File: config.mk
export PLATFORM = sky130hd
export DESIGN_NAME = if_stage
export DESIGN_NICKNAME = d
export VERILOG_FILES = /design/src/rtl/if_stage.sv
export SDC_FILE = /design/constraint.sdc
export NUM_CORES = 1
export LEC_CHECK = 0
export ABC_CLOCK_PERIOD_IN_PS = 5000
export BUFFER_PORTS_ARGS = -buffer_cell sky130_fd_sc_hd__buf_4
export CORE_MARGIN = 8
export CORE_UTILIZATION = 52
export CTS_CLUSTER_SIZE = 10
export DETAILED_ROUTE_END_ITERATION = 16
export PLACE_DENSITY_LB_ADDON = 0.1
export SLEW_MARGIN = 10
export SYNTH_ARGS = -nofsm -noshare
export SYNTH_HDL_FRONTEND = slang
export SYNTH_SLANG_ARGS = --single-unit
export TNS_END_PERCENT = 50
File: constraint.sdc
create_clock -name clk -period 5 [get_ports clk]
set_input_delay 0.75 -clock clk [delete_from_list [all_inputs] [get_ports clk]]
set_output_delay 0.75 -clock clk [all_outputs]
set_load 0.1 [all_outputs]
File: src/rtl/if_stage.sv
// Instruction-fetch stage: owns the PC, drives the instruction memory address and
// registers the fetched word into IF/ID with delay-slot, stall, redirect and AdEL handling.
module if_stage #(
  parameter logic [31:0] RESET_PC = 32'h0000_3000,
  parameter logic [31:0] IM_BASE  = 32'h0000_3000,
  parameter int unsigned IM_WORDS = 4096
) (
  input  logic        clk,
  input  logic        reset,
  input  logic        stall,
  input  logic        br_redirect,
  input  logic [31:0] br_target,
  input  logic        exc_redirect,
  input  logic [31:0] exc_target,
  output logic [31:0] imem_addr,
  input  logic [31:0] imem_data,
  output logic [31:0] pc,
  output logic [31:0] id_instr,
  output logic [31:0] id_pc,
  output logic [31:0] id_pc8,
  output logic        id_valid,
  output logic        id_exc,
  output logic [4:0]  id_exccode
);

  localparam logic [4:0]  EXC_ADEL = 5'd4;
  // Upper bound carried in 33 bits so a memory ending at 2^32 does not wrap to 0.
  localparam logic [32:0] IM_END = {1'b0, IM_BASE} + (33'(IM_WORDS) * 33'd4);

  logic [31:0] pc_q, pc_d;
  logic [31:0] id_instr_q, id_instr_d;
  logic [31:0] id_pc_q, id_pc_d;
  logic [31:0] id_pc8_q, id_pc8_d;
  logic        id_valid_q, id_valid_d;
  logic        id_exc_q, id_exc_d;
  logic [4:0]  id_exccode_q, id_exccode_d;
  logic        fetch_bad;

  always_comb begin
    fetch_bad = (pc_q[1:0] != 2'b00) || (pc_q < IM_BASE) || ({1'b0, pc_q} >= IM_END);

    pc_d         = pc_q + 32'd4;
    id_instr_d   = fetch_bad ? 32'h0 : imem_data;
    id_pc_d      = pc_q;
    id_pc8_d     = pc_q + 32'd8;
    id_valid_d   = 1'b1;
    id_exc_d     = fetch_bad;
    id_exccode_d = fetch_bad ? EXC_ADEL : 5'd0;

    if (exc_redirect) begin
      pc_d         = exc_target;
      id_instr_d   = 32'h0;
      id_pc_d      = 32'h0;
      id_pc8_d     = 32'h0;
      id_valid_d   = 1'b0;
      id_exc_d     = 1'b0;
      id_exccode_d = 5'd0;
    end else if (stall) begin
      // Branch is dropped here; ID keeps br_redirect asserted until the stall clears.
      pc_d         = pc_q;
      id_instr_d   = id_instr_q;
      id_pc_d      = id_pc_q;
      id_pc8_d     = id_pc8_q;
      id_valid_d   = id_valid_q;
      id_exc_d     = id_exc_q;
      id_exccode_d = id_exccode_q;
    end else if (br_redirect) begin
      // IF/ID is not flushed: the word fetched now is the delay slot.
      pc_d = br_target;
    end
  end

  always_ff @(posedge clk) begin
    if (reset) begin
      pc_q         <= RESET_PC;
      id_instr_q   <= 32'h0;
      id_pc_q      <= 32'h0;
      id_pc8_q     <= 32'h0;
      id_valid_q   <= 1'b0;
      id_exc_q     <= 1'b0;
      id_exccode_q <= 5'd0;
    end else begin
      pc_q         <= pc_d;
      id_instr_q   <= id_instr_d;
      id_pc_q      <= id_pc_d;
      id_pc8_q     <= id_pc8_d;
      id_valid_q   <= id_valid_d;
      id_exc_q     <= id_exc_d;
      id_exccode_q <= id_exccode_d;
    end
  end

  assign imem_addr  = pc_q;
  assign pc         = pc_q;
  assign id_instr   = id_instr_q;
  assign id_pc      = id_pc_q;
  assign id_pc8     = id_pc8_q;
  assign id_valid   = id_valid_q;
  assign id_exc     = id_exc_q;
  assign id_exccode = id_exccode_q;

endmodule

Word level (Yosys, flattened, before mapping). Index checks and enable logic that the tools add are counted. W data, S select, Z words.

Word-level logic and storage cells: 21. Flip-flop bits (word level): 135. Input port bits: 101.

Add/subtract/negate cells: 2. Reductions and logical operators: 4. Equality and inequality tests: 1. Magnitude comparators: 2. Muxes and demuxes: 5.

Operators with widths (count): $mux W32 (4); $add A32 B3 Y32 const B (1); $add A32 B4 Y32 const B (1); $ge A32 B15 Y1 const B (1); $lt A32 B14 Y1 const B (1); $mux W3 (1); $logic_or A1 B1 Y1 (2); $ne A2 B1 Y1 const B (1); $reduce_bool A2 Y1 (1); $reduce_or A2 Y1 (1).

Logic depth before layout (Yosys ltp). Gate-level depths: netlist of run 1.

Depth in word-level cells: 4. Depth in mapped cells: 7. Depth with buffers taken out: 6.

Worst setup path after synthesis of run 1. No wires, ideal clock.

Kind: register -> register. Start point: register pc_q[3] (netlist: imem_addr[3]). End point: register pc_q[27] (netlist: imem_addr[27]). Required time: 4870 ps. Data arrival time: 2707 ps. Path slack: 2163 ps. Clock period less this slack: 2837 ps. Path buffers: 0. Cell stages (with the launch flop): 7. Cells stage by stage: dfxtp_1 ha_1 nand4_2 or4_1 o31a_1 nor3_1 o22ai_1.

Longest elaborated chain between the ends: 4.

RTL lines: start: declaration (line 30) `logic [31:0] pc_q, pc_d;`; start signal: assignment (line 83) `pc_q <= pc_d;`; $add A32 B3 Y32 (line 42) `pc_d = pc_q + 32'd4;`; $mux W32 (line 67) `end else if (br_redirect) begin`; $mux W32 (line 58) `end else if (stall) begin`; $mux W32 (line 50) `if (exc_redirect) begin`.

Every way passes these cells. The select of a mux whose other input is x is not followed. A chain may end at the register's enable or synchronous reset.

Final worst setup path of run 1.
Start point: input port stall. End point: register pc_q[29] (netlist: imem_addr[29]).

Longest elaborated chain between the ends: 1.

RTL lines: start: declaration (line 10) `input logic stall,`; $ne A2 B1 Y1 (no line).

Every way passes these cells.

==> flow_results.xml, run 1 <==
<?xml version="1.0" encoding="UTF-8"?>
<metrics>
  <group name="pwr">
    <metric name="pwr-share-comb" unit="">0.222</metric>
    <metric name="seq_power_share" unit="">0.345</metric>
    <metric name="power.density_cell_area" unit="nW/um^2">376</metric>
    <metric name="peakVddDrop" unit="V">0.000200</metric>
    <metric name="pwr-share-clk" unit="">0.433</metric>
    <metric name="total_leakage_power" unit="nW">3.69</metric>
    <metric name="switching_share_of_power" unit="">0.324</metric>
    <metric name="net_switching_power" unit="mW">1.05</metric>
    <metric name="cell_int_power" unit="mW">2.19</metric>
  </group>
  <group name="yosys">
    <metric name="netlist-cell-type-count" unit="">58</metric>
    <metric name="ys_async_sr_fraction" unit="">0</metric>
    <metric name="post_synthesis_instance_area" unit="sq um">6470</metric>
    <metric name="postSynthCellCount" unit="">761</metric>
    <metric name="synth_area_per_cell" unit="sq um">8.50</metric>
    <metric name="ys_seq_elements" unit="">127</metric>
    <metric name="synthTopCellsByArea" unit="">sky130_fd_sc_hd__dfxtp_1 (39%), sky130_fd_sc_hd__nor2_1 (6.9%), sky130_fd_sc_hd__mux2i_1 (6.8%)</metric>
    <metric name="synth_top_flop_cell" unit="">sky130_fd_sc_hd__dfxtp_1</metric>
    <metric name="yosys.cell_count.top_type" unit="">sky130_fd_sc_hd__dfxtp_1</metric>
    <metric name="yosys.area.top_type" unit="">sky130_fd_sc_hd__dfxtp_1</metric>
    <metric name="synth_top_cell_area_share" unit="">0.393</metric>
    <metric name="yosysWarnings" unit="">0</metric>
    <metric name="synth_edf_count" unit="">0</metric>
    <metric name="synth_top_cells_by_count" unit="">sky130_fd_sc_hd__dfxtp_1 (127), sky130_fd_sc_hd__nor2_1 (119), sky130_fd_sc_hd__a21oi_1 (59)</metric>
    <metric name="synth.yosys.seq_area_share" unit="">0.393</metric>
  </group>
  <group name="flow_run">
    <metric name="max_cap_viol_count" unit="">0</metric>
  </group>
  <group name="clock_network">
    <metric name="max-clock-path-buffers" unit="">2</metric>
    <metric name="clk_pin_slew_worst_paths" unit="ps">60</metric>
    <metric name="post_cts_resize_count" unit="">0</metric>
    <metric name="clk_latency" unit="ps">420</metric>
    <metric name="hold_buffers" unit="">0</metric>
    <metric name="cts-root-buf" unit="">sky130_fd_sc_hd__clkbuf_16</metric>
    <metric name="number_of_h_tree_levels" unit="">4</metric>
    <metric name="clock_buffers_created_by_tritoncts" unit="">17</metric>
    <metric name="postCtsSetupRepairBufs" unit="">0</metric>
    <metric name="cts_tree" unit="">built</metric>
    <metric name="clock_sinks" unit="">127</metric>
  </group>
  <group name="timing">
    <metric name="timing.final.crit_period" unit="ps">2770</metric>
    <metric name="final_hold_viol_count" unit="">0</metric>
    <metric name="clock.fmax" unit="MHz">361</metric>
    <metric name="relSlewSlack" unit="">0.347</metric>
    <metric name="finClkSkew" unit="ps">5.99</metric>
    <metric name="worst-slew-pin-transition" unit="ps">980</metric>
    <metric name="accumulated_negative_setup_slack" unit="ps">0</metric>
    <metric name="slew_viol_final" unit="">0</metric>
    <metric name="final.setup.worst_slack" unit="ps">2230</metric>
    <metric name="rsz0062_at_grt" unit="">false</metric>
    <metric name="final-setup-viol-count" unit="">0</metric>
    <metric name="final_min_period_over_clock_period" unit="">0.555</metric>
  </group>
  <group name="cells_and_area">
    <metric name="flow.area_growth_from_synthesis" unit="%">33.0</metric>
    <metric name="num_antenna_cells" unit="">0</metric>
    <metric name="finish.instance_area" unit="sq um">8610</metric>
    <metric name="layout-drive-gt1-share" unit="">0.327</metric>
    <metric name="regArea" unit="sq um">2540</metric>
    <metric name="final.fill_count" unit="">981</metric>
    <metric name="fin_nets" unit="">1041</metric>
    <metric name="multiInputGateArea" unit="sq um">3130</metric>
    <metric name="finish.utilization" unit="">0.714</metric>
  </group>
  <group name="routing">
    <metric name="drt_iter0_markers" unit="">494</metric>
    <metric name="viasPerCell" unit="">5.61</metric>
    <metric name="detailed_route_wire_length" unit="mm">21.7</metric>
    <metric name="drtAntennaViolNets" unit="">0</metric>
    <metric name="routedWlPerCell" unit="um">19.4</metric>
    <metric name="dr_total_vias" unit="">6272</metric>
    <metric name="number_of_search_and_repair_iterations_in_the_first_detailed_routing_pass" unit="">5</metric>
    <metric name="remaining_drc_errors" unit="">0</metric>
  </group>
  <group name="worst_setup_path">
    <metric name="timing.critical_path.to_type" unit="">flip-flop</metric>
    <metric name="required_time_at_the_endpoint_of_the_critical_path" unit="ps">5280</metric>
    <metric name="r2r_setup_slack" unit="ps">2390</metric>
    <metric name="crit_type" unit="">input port to flip-flop</metric>
    <metric name="critPathArrivalTime" unit="ps">3060</metric>
    <metric name="critical_path.max_fanout" unit="">76</metric>
    <metric name="setup.worst_path.start_class" unit="">input port</metric>
    <metric name="critical_path.most_common_cell" unit="">sky130_fd_sc_hd__buf_4</metric>
    <metric name="cpMaxStageDelayCell" unit="">sky130_fd_sc_hd__buf_4</metric>
    <metric name="timing.critical_path.cells" unit="">buf_4, buf_4, nor2_1, nand2_1, o22ai_1</metric>
    <metric name="worst_path_largest_cell_delay" unit="ps">840</metric>
  </group>
  <group name="global_routing">
    <metric name="first_pass_grt_wire_length" unit="mm">33.6</metric>
    <metric name="grt_util_all_layers" unit="">0.260</metric>
    <metric name="grt_max_degree" unit="">79</metric>
    <metric name="antenna_found_initial" unit="">0</metric>
    <metric name="vias_in_the_first_global_route" unit="">6328</metric>
    <metric name="gr-total-overflow" unit="">0</metric>
  </group>
  <group name="floorplanning">
    <metric name="die_height" unit="um">128</metric>
    <metric name="initial_core_util" unit="">0.537</metric>
    <metric name="io-pin-count" unit="">268</metric>
    <metric name="design.die.area" unit="sq um">16300</metric>
    <metric name="placementRows" unit="">40</metric>
    <metric name="die_w" unit="um">128</metric>
    <metric name="core_area" unit="sq um">12100</metric>
  </group>
  <group name="placement">
    <metric name="routabilityCongestion" unit="">0.854</metric>
    <metric name="place.detailed.hpwl" unit="mm">15.7</metric>
    <metric name="place_area" unit="sq um">7920</metric>
    <metric name="place_worst_setup_slack" unit="ps">1820</metric>
    <metric name="io_port_bufs" unit="">263</metric>
  </group>
  <group name="worst_hold_path">
    <metric name="hold_path_class" unit="">flip-flop to flip-flop</metric>
  </group>
  <group name="status">
    <metric name="run_status" unit="">completed</metric>
  </group>
</metrics>
[routing by layer]
layer  wire, um  part of all wire  vias to the layer above  track usage
li1           -                 -                     2981            -
met1       8160              0.38                     2964        0.277
met4        369             0.017                        0       0.0931
met5          0                 0                        -            0
met2      10700              0.50                      296        0.448
met3       2400              0.11                       31        0.115
[final timing paths]
check	startpoint	to	cells after the start
max reg2reg	imem_addr[3]$_SDFFE_PP0P_	id_pc8[27]$_SDFFE_PP0N_	6
min reg2reg	id_valid$_SDFFE_PP0N_	id_valid$_SDFFE_PP0N_	2
max	stall	imem_addr[29]$_SDFFE_PP0P_	5
min	id_valid$_SDFFE_PP0N_	id_valid$_SDFFE_PP0N_	2
[cell families (layout without fill, tap and decap cells)]
group | after synthesis | in the layout | synth area share
compound gates | 180 | 180 | 0.171
other cells | 1 | 4 | 0.000579
buf+inv | 122 | 308 | 0.126
flops | 127 | 127 | 0.393
simple gates | 242 | 242 | 0.178
xor+xnor | 41 | 41 | 0.0555
fa+ha+maj | 3 | 3 | 0.00580
mux | 45 | 45 | 0.0698
[layout make-up]
cell class / count / share of cell area
clock buffer: 22 / 0.0539
clock inverter: 10 / 0.0241
inverter: 8 / 0.00349
multi-input combinational: 515 / 0.364
sequential: 127 / 0.295
tap: 168 / 0.0244
timing repair buffer: 268 / 0.235
[critical path: cells and delay by family]
family | cells | cell delay, ps
and+or+nand+nor | 2 | 860
AOI/OAI and AO/OA | 1 | 140
buffers and inverters | 2 | 1250
[placed cells by master (no fill, tap or decap), types with 28 or more instances in the layout]
master and count:
sky130_fd_sc_hd__nand2_1 44, sky130_fd_sc_hd__buf_4 267, sky130_fd_sc_hd__xor2_1 28, sky130_fd_sc_hd__mux2i_1 44, sky130_fd_sc_hd__dfxtp_1 127, sky130_fd_sc_hd__a22oi_1 41, sky130_fd_sc_hd__nor2_1 119, sky130_fd_sc_hd__o21ai_0 37
sky130_fd_sc_hd__a21oi_1 59
[flip-flops by register name (all words and copies together), names as in the netlist]
name	flops
id_exccode	1
id_instr	32
id_pc	32
id_pc8	29
id_valid	1
imem_addr	32
[power groups by stage]
stage / clock network [mW] / registers (mW) / logic [mW]
after floorplan: 0 / 1.33 / 0.378
after global placement: 0 / 1.13 / 0.710
after detailed placement: 0 / 1.14 / 0.717
after CTS: 1.41 / 1.11 / 0.720
after global routing: 1.46 / 1.12 / 0.747
final: 1.40 / 1.12 / 0.719
[stage by stage]
step	cells	hold slack, ps	total power [mW]
after global placement	1085	439	1.84
after global routing	1118	497	3.33
after CTS	1117	474	3.25
after floorplan	764	859	1.71
final	1118	475	3.23
after detailed placement	1085	465	1.85
(Power assumes the default switching activity.)
==> inputs of run 2 (changes only) <==
--- a/config.mk
+++ b/config.mk
@@ -5,10 +5,10 @@
 export SDC_FILE = /design/constraint.sdc
 export NUM_CORES = 1
 export LEC_CHECK = 0
-export ABC_CLOCK_PERIOD_IN_PS = 5000
+export ABC_CLOCK_PERIOD_IN_PS = 2400
 export BUFFER_PORTS_ARGS = -buffer_cell sky130_fd_sc_hd__buf_4
 export CORE_MARGIN = 8
-export CORE_UTILIZATION = 52
+export CORE_UTILIZATION = 44
 export CTS_CLUSTER_SIZE = 10
 export DETAILED_ROUTE_END_ITERATION = 16
 export PLACE_DENSITY_LB_ADDON = 0.1
==> constraint.sdc (replaced) <==
create_clock -name clk -period 2.4 [get_ports clk]
set_input_delay 0.36 -clock clk [delete_from_list [all_inputs] [get_ports clk]]
set_output_delay 0.36 -clock clk [all_outputs]
set_load 0.1 [all_outputs]
==> flow_results.xml, run 2 (same netlist as run 1, synthesis figures left out) <==
<?xml version="1.0" encoding="UTF-8"?>
<metrics>
  <group name="timing">
    <metric name="relSlewSlack" unit="">0.433</metric>
    <metric name="fin_hold_ws" unit="ps">139</metric>
    <metric name="final_hold_viol_count" unit="">0</metric>
    <metric name="slew_viol_final" unit="">0</metric>
    <metric name="finClkSkew" unit="ps">9.22</metric>
    <metric name="clock.fmax" unit="MHz">467</metric>
    <metric name="final-setup-viol-count" unit="">0</metric>
    <metric name="timing.final.crit_period" unit="ps">2140</metric>
    <metric name="final_min_period_over_clock_period" unit="">0.892</metric>
    <metric name="worst-slew-pin-transition" unit="ps">850</metric>
    <metric name="final.setup.worst_slack" unit="ps">259</metric>
    <metric name="rsz0062_at_grt" unit="">false</metric>
    <metric name="accumulated_negative_setup_slack" unit="ps">0</metric>
  </group>
  <group name="worst_hold_path">
    <metric name="hold_path_class" unit="">input port to flip-flop</metric>
    <metric name="hold-path-cell-count" unit="">3</metric>
  </group>
  <group name="clock_network">
    <metric name="number_of_h_tree_levels" unit="">4</metric>
    <metric name="max-clock-path-buffers" unit="">2</metric>
    <metric name="clock_buffers_created_by_tritoncts" unit="">17</metric>
    <metric name="clock_sinks" unit="">127</metric>
    <metric name="cts_tree" unit="">built</metric>
    <metric name="clk_pin_slew_worst_paths" unit="ps">60</metric>
    <metric name="clk_latency" unit="ps">420</metric>
    <metric name="post_cts_resize_count" unit="">0</metric>
    <metric name="cts-root-buf" unit="">sky130_fd_sc_hd__clkbuf_16</metric>
    <metric name="hold_buffers" unit="">0</metric>
    <metric name="postCtsSetupRepairBufs" unit="">0</metric>
  </group>
  <group name="worst_setup_path">
    <metric name="worst_path_largest_cell_delay" unit="ps">540</metric>
    <metric name="launching_instance_or_port_of_the_critical_path" unit="">imem_addr[4]$_SDFFE_PP0P_</metric>
    <metric name="critical_path.max_fanout" unit="">10</metric>
    <metric name="timing.critical_path.cells" unit="">ha_1, nand4_2, or4_1, o31a_1, nor3_1, o22ai_1</metric>
    <metric name="crit-reg2reg-capture" unit="">imem_addr[27]$_SDFFE_PP0P_</metric>
    <metric name="setup.worst_path.start_class" unit="">flip-flop</metric>
    <metric name="category_of_cells_accounting_for_the_largest_share_of_critical_path_delay" unit="">simple AND/OR/NAND/NOR gates</metric>
    <metric name="rr_worst_depth" unit="">6</metric>
    <metric name="timing.critical_path.depth" unit="">6</metric>
    <metric name="crit_path_capture" unit="">imem_addr[27]$_SDFFE_PP0P_</metric>
    <metric name="r2r_start" unit="">imem_addr[4]$_SDFFE_PP0P_</metric>
    <metric name="required_time_at_the_endpoint_of_the_critical_path" unit="ps">2690</metric>
    <metric name="r2r_setup_slack" unit="ps">260</metric>
    <metric name="timing.critical_path.to_type" unit="">flip-flop</metric>
    <metric name="critical_path.n_buffers_inverters" unit="">0</metric>
    <metric name="critPathArrivalTime" unit="ps">2430</metric>
    <metric name="cpMaxStageDelayCell" unit="">sky130_fd_sc_hd__or4_1</metric>
    <metric name="crit_type" unit="">flip-flop to flip-flop</metric>
  </group>
  <group name="global_routing">
    <metric name="antenna_found_initial" unit="">0</metric>
    <metric name="grt_util_all_layers" unit="">0.235</metric>
    <metric name="gr-total-overflow" unit="">0</metric>
    <metric name="vias_in_the_first_global_route" unit="">6384</metric>
    <metric name="first_pass_grt_wire_length" unit="mm">34.6</metric>
    <metric name="grt_max_degree" unit="">79</metric>
  </group>
  <group name="placement">
    <metric name="place_worst_setup_slack" unit="ps">289</metric>
    <metric name="place.detailed.hpwl" unit="mm">17.2</metric>
    <metric name="routabilityCongestion" unit="">0.874</metric>
    <metric name="dpl.cell_count" unit="">1128</metric>
    <metric name="place_area" unit="sq um">8180</metric>
    <metric name="io_port_bufs" unit="">263</metric>
  </group>
  <group name="routing">
    <metric name="drtAntennaViolNets" unit="">0</metric>
    <metric name="detailed_route_wire_length" unit="mm">22.9</metric>
    <metric name="drt_iter0_markers" unit="">385</metric>
    <metric name="dr_total_vias" unit="">6354</metric>
    <metric name="remaining_drc_errors" unit="">0</metric>
    <metric name="routedWlPerCell" unit="um">19.7</metric>
    <metric name="number_of_search_and_repair_iterations_in_the_first_detailed_routing_pass" unit="">5</metric>
    <metric name="viasPerCell" unit="">5.48</metric>
  </group>
  <group name="flow_run">
    <metric name="max_cap_viol_count" unit="">0</metric>
  </group>
  <group name="pwr">
    <metric name="totalPowerFinal" unit="mW">6.34</metric>
    <metric name="peakVddDrop" unit="V">0.000382</metric>
    <metric name="total_leakage_power" unit="nW">3.78</metric>
    <metric name="power.density_cell_area" unit="nW/um^2">725</metric>
  </group>
  <group name="cells_and_area">
    <metric name="fin_nets" unit="">1067</metric>
    <metric name="layout_commonest_cell" unit="">sky130_fd_sc_hd__buf_4</metric>
    <metric name="most-common-layout-cells" unit="">sky130_fd_sc_hd__buf_4 (293), sky130_fd_sc_hd__nor2_1 (119), sky130_fd_sc_hd__dfxtp_1 (109)</metric>
    <metric name="layout-drive-gt1-share" unit="">0.366</metric>
    <metric name="flow.area_growth_from_synthesis" unit="%">35.2</metric>
    <metric name="final_cell_count_no_fill" unit="">1160</metric>
    <metric name="finish.utilization" unit="">0.604</metric>
    <metric name="num_antenna_cells" unit="">0</metric>
    <metric name="finish.instance_area" unit="sq um">8750</metric>
  </group>
  <group name="floorplanning">
    <metric name="die_height" unit="um">137</metric>
    <metric name="die_w" unit="um">137</metric>
    <metric name="core_area" unit="sq um">14500</metric>
    <metric name="design.die.area" unit="sq um">18800</metric>
    <metric name="io-pin-count" unit="">268</metric>
    <metric name="placementRows" unit="">44</metric>
    <metric name="initial_core_util" unit="">0.447</metric>
  </group>
  <group name="status">
    <metric name="run_status" unit="">completed</metric>
  </group>
</metrics>
run 2: how the worst min path moves through the flow:
stage,start,to,slack [ps]
detailed placement,id_valid$_SDFFE_PP0N_,id_valid$_SDFFE_PP0N_,450
global route,exc_target[13],imem_addr[13]$_SDFFE_PP1P_,150
global placement,id_valid$_SDFFE_PP0N_,id_valid$_SDFFE_PP0N_,440
floorplan,exc_target[10],imem_addr[10]$_SDFFE_PP0P_,470
finish,exc_target[6],imem_addr[6]$_SDFFE_PP0P_,140
CTS,exc_target[6],imem_addr[6]$_SDFFE_PP0P_,120
run 2: power by group:
part	total (mW)	switching, mW	leakage (nW)	internal (mW)
clock	2.48	0.970	0.275	1.51
combinational	1.56	1.16	2.47	0.398
sequential	2.30	0.120	1.04	2.18
total	6.34	2.25	3.78	4.09
run 2: layout make-up:
type	count	area [sq um]
inverters	8	30.0
fillers	1297	5730
flip-flops and latches	127	2560
repair buffers	294	2220
clock buffers	20	467
clock inverters	12	110
well taps	184	230
multi-input cells	515	3130
run 2: worst register-to-register path, stage by stage, from the launching register on:
cell	delay [ps]
sky130_fd_sc_hd__dfxtp_2	430
sky130_fd_sc_hd__ha_1	330
sky130_fd_sc_hd__nand4_2	170
sky130_fd_sc_hd__or4_1	540
sky130_fd_sc_hd__o31a_1	310
sky130_fd_sc_hd__nor3_1	150
sky130_fd_sc_hd__o22ai_1	90
run 2: routing by layer:
metal / routed length (um) / track usage / part of all wire
met4: 548 / 0.0929 / 0.024
met2: 10900 / 0.382 / 0.48
met5: 0 / 0 / 0
met3: 2310 / 0.0890 / 0.10
met1: 9100 / 0.274 / 0.40
==> inputs of run 3 (changes only) <==
--- a/config.mk
+++ b/config.mk
@@ -5,10 +5,9 @@
 export SDC_FILE = /design/constraint.sdc
 export NUM_CORES = 1
 export LEC_CHECK = 0
-export ABC_CLOCK_PERIOD_IN_PS = 2400
 export BUFFER_PORTS_ARGS = -buffer_cell sky130_fd_sc_hd__buf_4
 export CORE_MARGIN = 8
-export CORE_UTILIZATION = 44
+export CORE_UTILIZATION = 52
 export CTS_CLUSTER_SIZE = 10
 export DETAILED_ROUTE_END_ITERATION = 16
 export PLACE_DENSITY_LB_ADDON = 0.1
==> constraint.sdc (replaced) <==
create_clock -name clk -period 2.55 [get_ports clk]
set_input_delay 0.3825 -clock clk [delete_from_list [all_inputs] [get_ports clk]]
set_output_delay 0.3825 -clock clk [all_outputs]
set_load 0.1 [all_outputs]
==> flow_results.xml, run 3 (same netlist as run 1, synthesis figures left out) <==
<?xml version="1.0" encoding="UTF-8"?>
<metrics>
  <group name="routing">
    <metric name="drtAntennaViolNets" unit="">0</metric>
    <metric name="viasPerCell" unit="">5.61</metric>
    <metric name="detailed_route_wire_length" unit="mm">22.0</metric>
    <metric name="number_of_search_and_repair_iterations_in_the_first_detailed_routing_pass" unit="">5</metric>
    <metric name="remaining_drc_errors" unit="">0</metric>
    <metric name="routedWlPerCell" unit="um">19.4</metric>
    <metric name="drt_iter0_markers" unit="">448</metric>
    <metric name="dr_total_vias" unit="">6366</metric>
  </group>
  <group name="timing">
    <metric name="worst-slew-pin-transition" unit="ps">763</metric>
    <metric name="slew_viol_final" unit="">0</metric>
    <metric name="finClkSkew" unit="ps">8.82</metric>
    <metric name="accumulated_negative_setup_slack" unit="ps">0</metric>
    <metric name="relSlewSlack" unit="">0.491</metric>
    <metric name="clock.fmax" unit="MHz">450</metric>
    <metric name="final-setup-viol-count" unit="">0</metric>
    <metric name="final.setup.worst_slack" unit="ps">329</metric>
    <metric name="rsz0062_at_grt" unit="">false</metric>
    <metric name="final_hold_viol_count" unit="">0</metric>
    <metric name="final_min_period_over_clock_period" unit="">0.871</metric>
    <metric name="timing.final.crit_period" unit="ps">2220</metric>
  </group>
  <group name="worst_setup_path">
    <metric name="setup.worst_path.start_class" unit="">flip-flop</metric>
    <metric name="required_time_at_the_endpoint_of_the_critical_path" unit="ps">2840</metric>
    <metric name="crit_type" unit="">flip-flop to flip-flop</metric>
    <metric name="critPathArrivalTime" unit="ps">2520</metric>
    <metric name="cpMaxStageDelayCell" unit="">sky130_fd_sc_hd__or4_1</metric>
    <metric name="critical_path.max_fanout" unit="">10</metric>
    <metric name="timing.critical_path.to_type" unit="">flip-flop</metric>
    <metric name="rr_worst_depth" unit="">6</metric>
    <metric name="worst_path_largest_cell_delay" unit="ps">590</metric>
    <metric name="r2r_setup_slack" unit="ps">330</metric>
    <metric name="timing.critical_path.cells" unit="">ha_1, nand4_2, or4_1, o31a_1, nor3_1, o22ai_1</metric>
  </group>
  <group name="worst_hold_path">
    <metric name="hold_path_class" unit="">input port to flip-flop</metric>
    <metric name="hold-path-cell-count" unit="">3</metric>
  </group>
  <group name="flow_run">
    <metric name="max_cap_viol_count" unit="">0</metric>
  </group>
  <group name="floorplanning">
    <metric name="placementRows" unit="">40</metric>
    <metric name="die_w" unit="um">128</metric>
    <metric name="design.die.area" unit="sq um">16300</metric>
    <metric name="core_area" unit="sq um">12100</metric>
    <metric name="initial_core_util" unit="">0.537</metric>
    <metric name="io-pin-count" unit="">268</metric>
    <metric name="die_height" unit="um">128</metric>
  </group>
  <group name="pwr">
    <metric name="power.density_cell_area" unit="nW/um^2">712</metric>
    <metric name="peakVddDrop" unit="V">0.000458</metric>
    <metric name="totalPowerFinal" unit="mW">6.20</metric>
    <metric name="total_leakage_power" unit="nW">3.77</metric>
  </group>
  <group name="placement">
    <metric name="place_area" unit="sq um">8080</metric>
    <metric name="place.detailed.hpwl" unit="mm">16.3</metric>
    <metric name="dpl.cell_count" unit="">1105</metric>
    <metric name="place_worst_setup_slack" unit="ps">351</metric>
    <metric name="io_port_bufs" unit="">263</metric>
    <metric name="routabilityCongestion" unit="">0.881</metric>
  </group>
  <group name="clock_network">
    <metric name="cts-root-buf" unit="">sky130_fd_sc_hd__clkbuf_16</metric>
    <metric name="clk_latency" unit="ps">420</metric>
    <metric name="clock_sinks" unit="">127</metric>
    <metric name="clk_pin_slew_worst_paths" unit="ps">50</metric>
    <metric name="post_cts_resize_count" unit="">0</metric>
    <metric name="postCtsSetupRepairBufs" unit="">0</metric>
    <metric name="clock_buffers_created_by_tritoncts" unit="">17</metric>
    <metric name="hold_buffers" unit="">0</metric>
    <metric name="max-clock-path-buffers" unit="">2</metric>
    <metric name="cts_tree" unit="">built</metric>
    <metric name="number_of_h_tree_levels" unit="">4</metric>
  </group>
  <group name="global_routing">
    <metric name="grt_use_met3" unit="">0.110</metric>
    <metric name="grt_max_degree" unit="">62</metric>
    <metric name="first_pass_grt_wire_length" unit="mm">34.2</metric>
    <metric name="antenna_found_initial" unit="">0</metric>
    <metric name="most_utilized_layer_in_the_global_route_result" unit="">met2</metric>
    <metric name="grt_util_all_layers" unit="">0.266</metric>
    <metric name="grt_use_met1" unit="">0.303</metric>
    <metric name="grtUsageMet2" unit="">0.436</metric>
    <metric name="gr-total-overflow" unit="">0</metric>
    <metric name="vias_in_the_first_global_route" unit="">6393</metric>
  </group>
  <group name="cells_and_area">
    <metric name="num_antenna_cells" unit="">0</metric>
    <metric name="layout_commonest_cell" unit="">sky130_fd_sc_hd__buf_4</metric>
    <metric name="final_cell_count_no_fill" unit="">1135</metric>
    <metric name="finish.instance_area" unit="sq um">8700</metric>
    <metric name="most-common-layout-cells" unit="">sky130_fd_sc_hd__buf_4 (287), sky130_fd_sc_hd__nor2_1 (119), sky130_fd_sc_hd__dfxtp_1 (118)</metric>
    <metric name="fin_nets" unit="">1060</metric>
    <metric name="flow.area_growth_from_synthesis" unit="%">34.5</metric>
    <metric name="layout-drive-gt1-share" unit="">0.347</metric>
  </group>
  <group name="status">
    <metric name="run_status" unit="">completed</metric>
  </group>
</metrics>
==> run 3: through the flow <==
stage / hold WS [ps] / util
6_report: 168 / 0.721
5_1_grt: 171 / 0.721
4_1_cts: 162 / 0.721
3_5_place_dp: 444 / 0.670
3_3_place_gp: 443 / 0.670
2_1_floorplan: 491 / -
==> run 3: cell type report <==
| class | count | area (sq um) |
|---|---|---|
| Fill cell | 980 | 3360 |
| Multi-Input combinational cell | 515 | 3130 |
| Sequential cell | 127 | 2550 |
| Timing Repair Buffer | 287 | 2150 |
| Clock buffer | 24 | 492 |
| Tap cell | 168 | 210 |
| Clock inverter | 6 | 130 |
| Inverter | 8 | 30.0 |
==> run 3: routing by layer <==
layer	up-vias	part of all wire
li1	3010	-
met1	2977	0.38
met2	336	0.48
met3	43	0.12
met4	0	0.020
met5	-	0
==> run 3: final timing paths <==
check                                 start                          to
hold / removal                exc_target[6]   imem_addr[6]$_SDFFE_PP0P_
setup / recovery  imem_addr[4]$_SDFFE_PP0P_  imem_addr[27]$_SDFFE_PP0P_
hold reg to reg       id_valid$_SDFFE_PP0N_       id_valid$_SDFFE_PP0N_
setup reg to reg  imem_addr[4]$_SDFFE_PP0P_  imem_addr[27]$_SDFFE_PP0P_
==> run 3: power by group <==
part	total (mW)	internal, mW	switching, mW
Clock	2.57	1.72	0.845
Sequential	2.17	2.05	0.113
Combinational	1.46	0.370	1.09
==> run 3: critical path, delay by kind of cell (launching register included) <==
family / cells / cell delay, ps
simple gates: 3 / 980
fa+ha+maj: 1 / 300
compound gates: 2 / 410
flops: 1 / 420
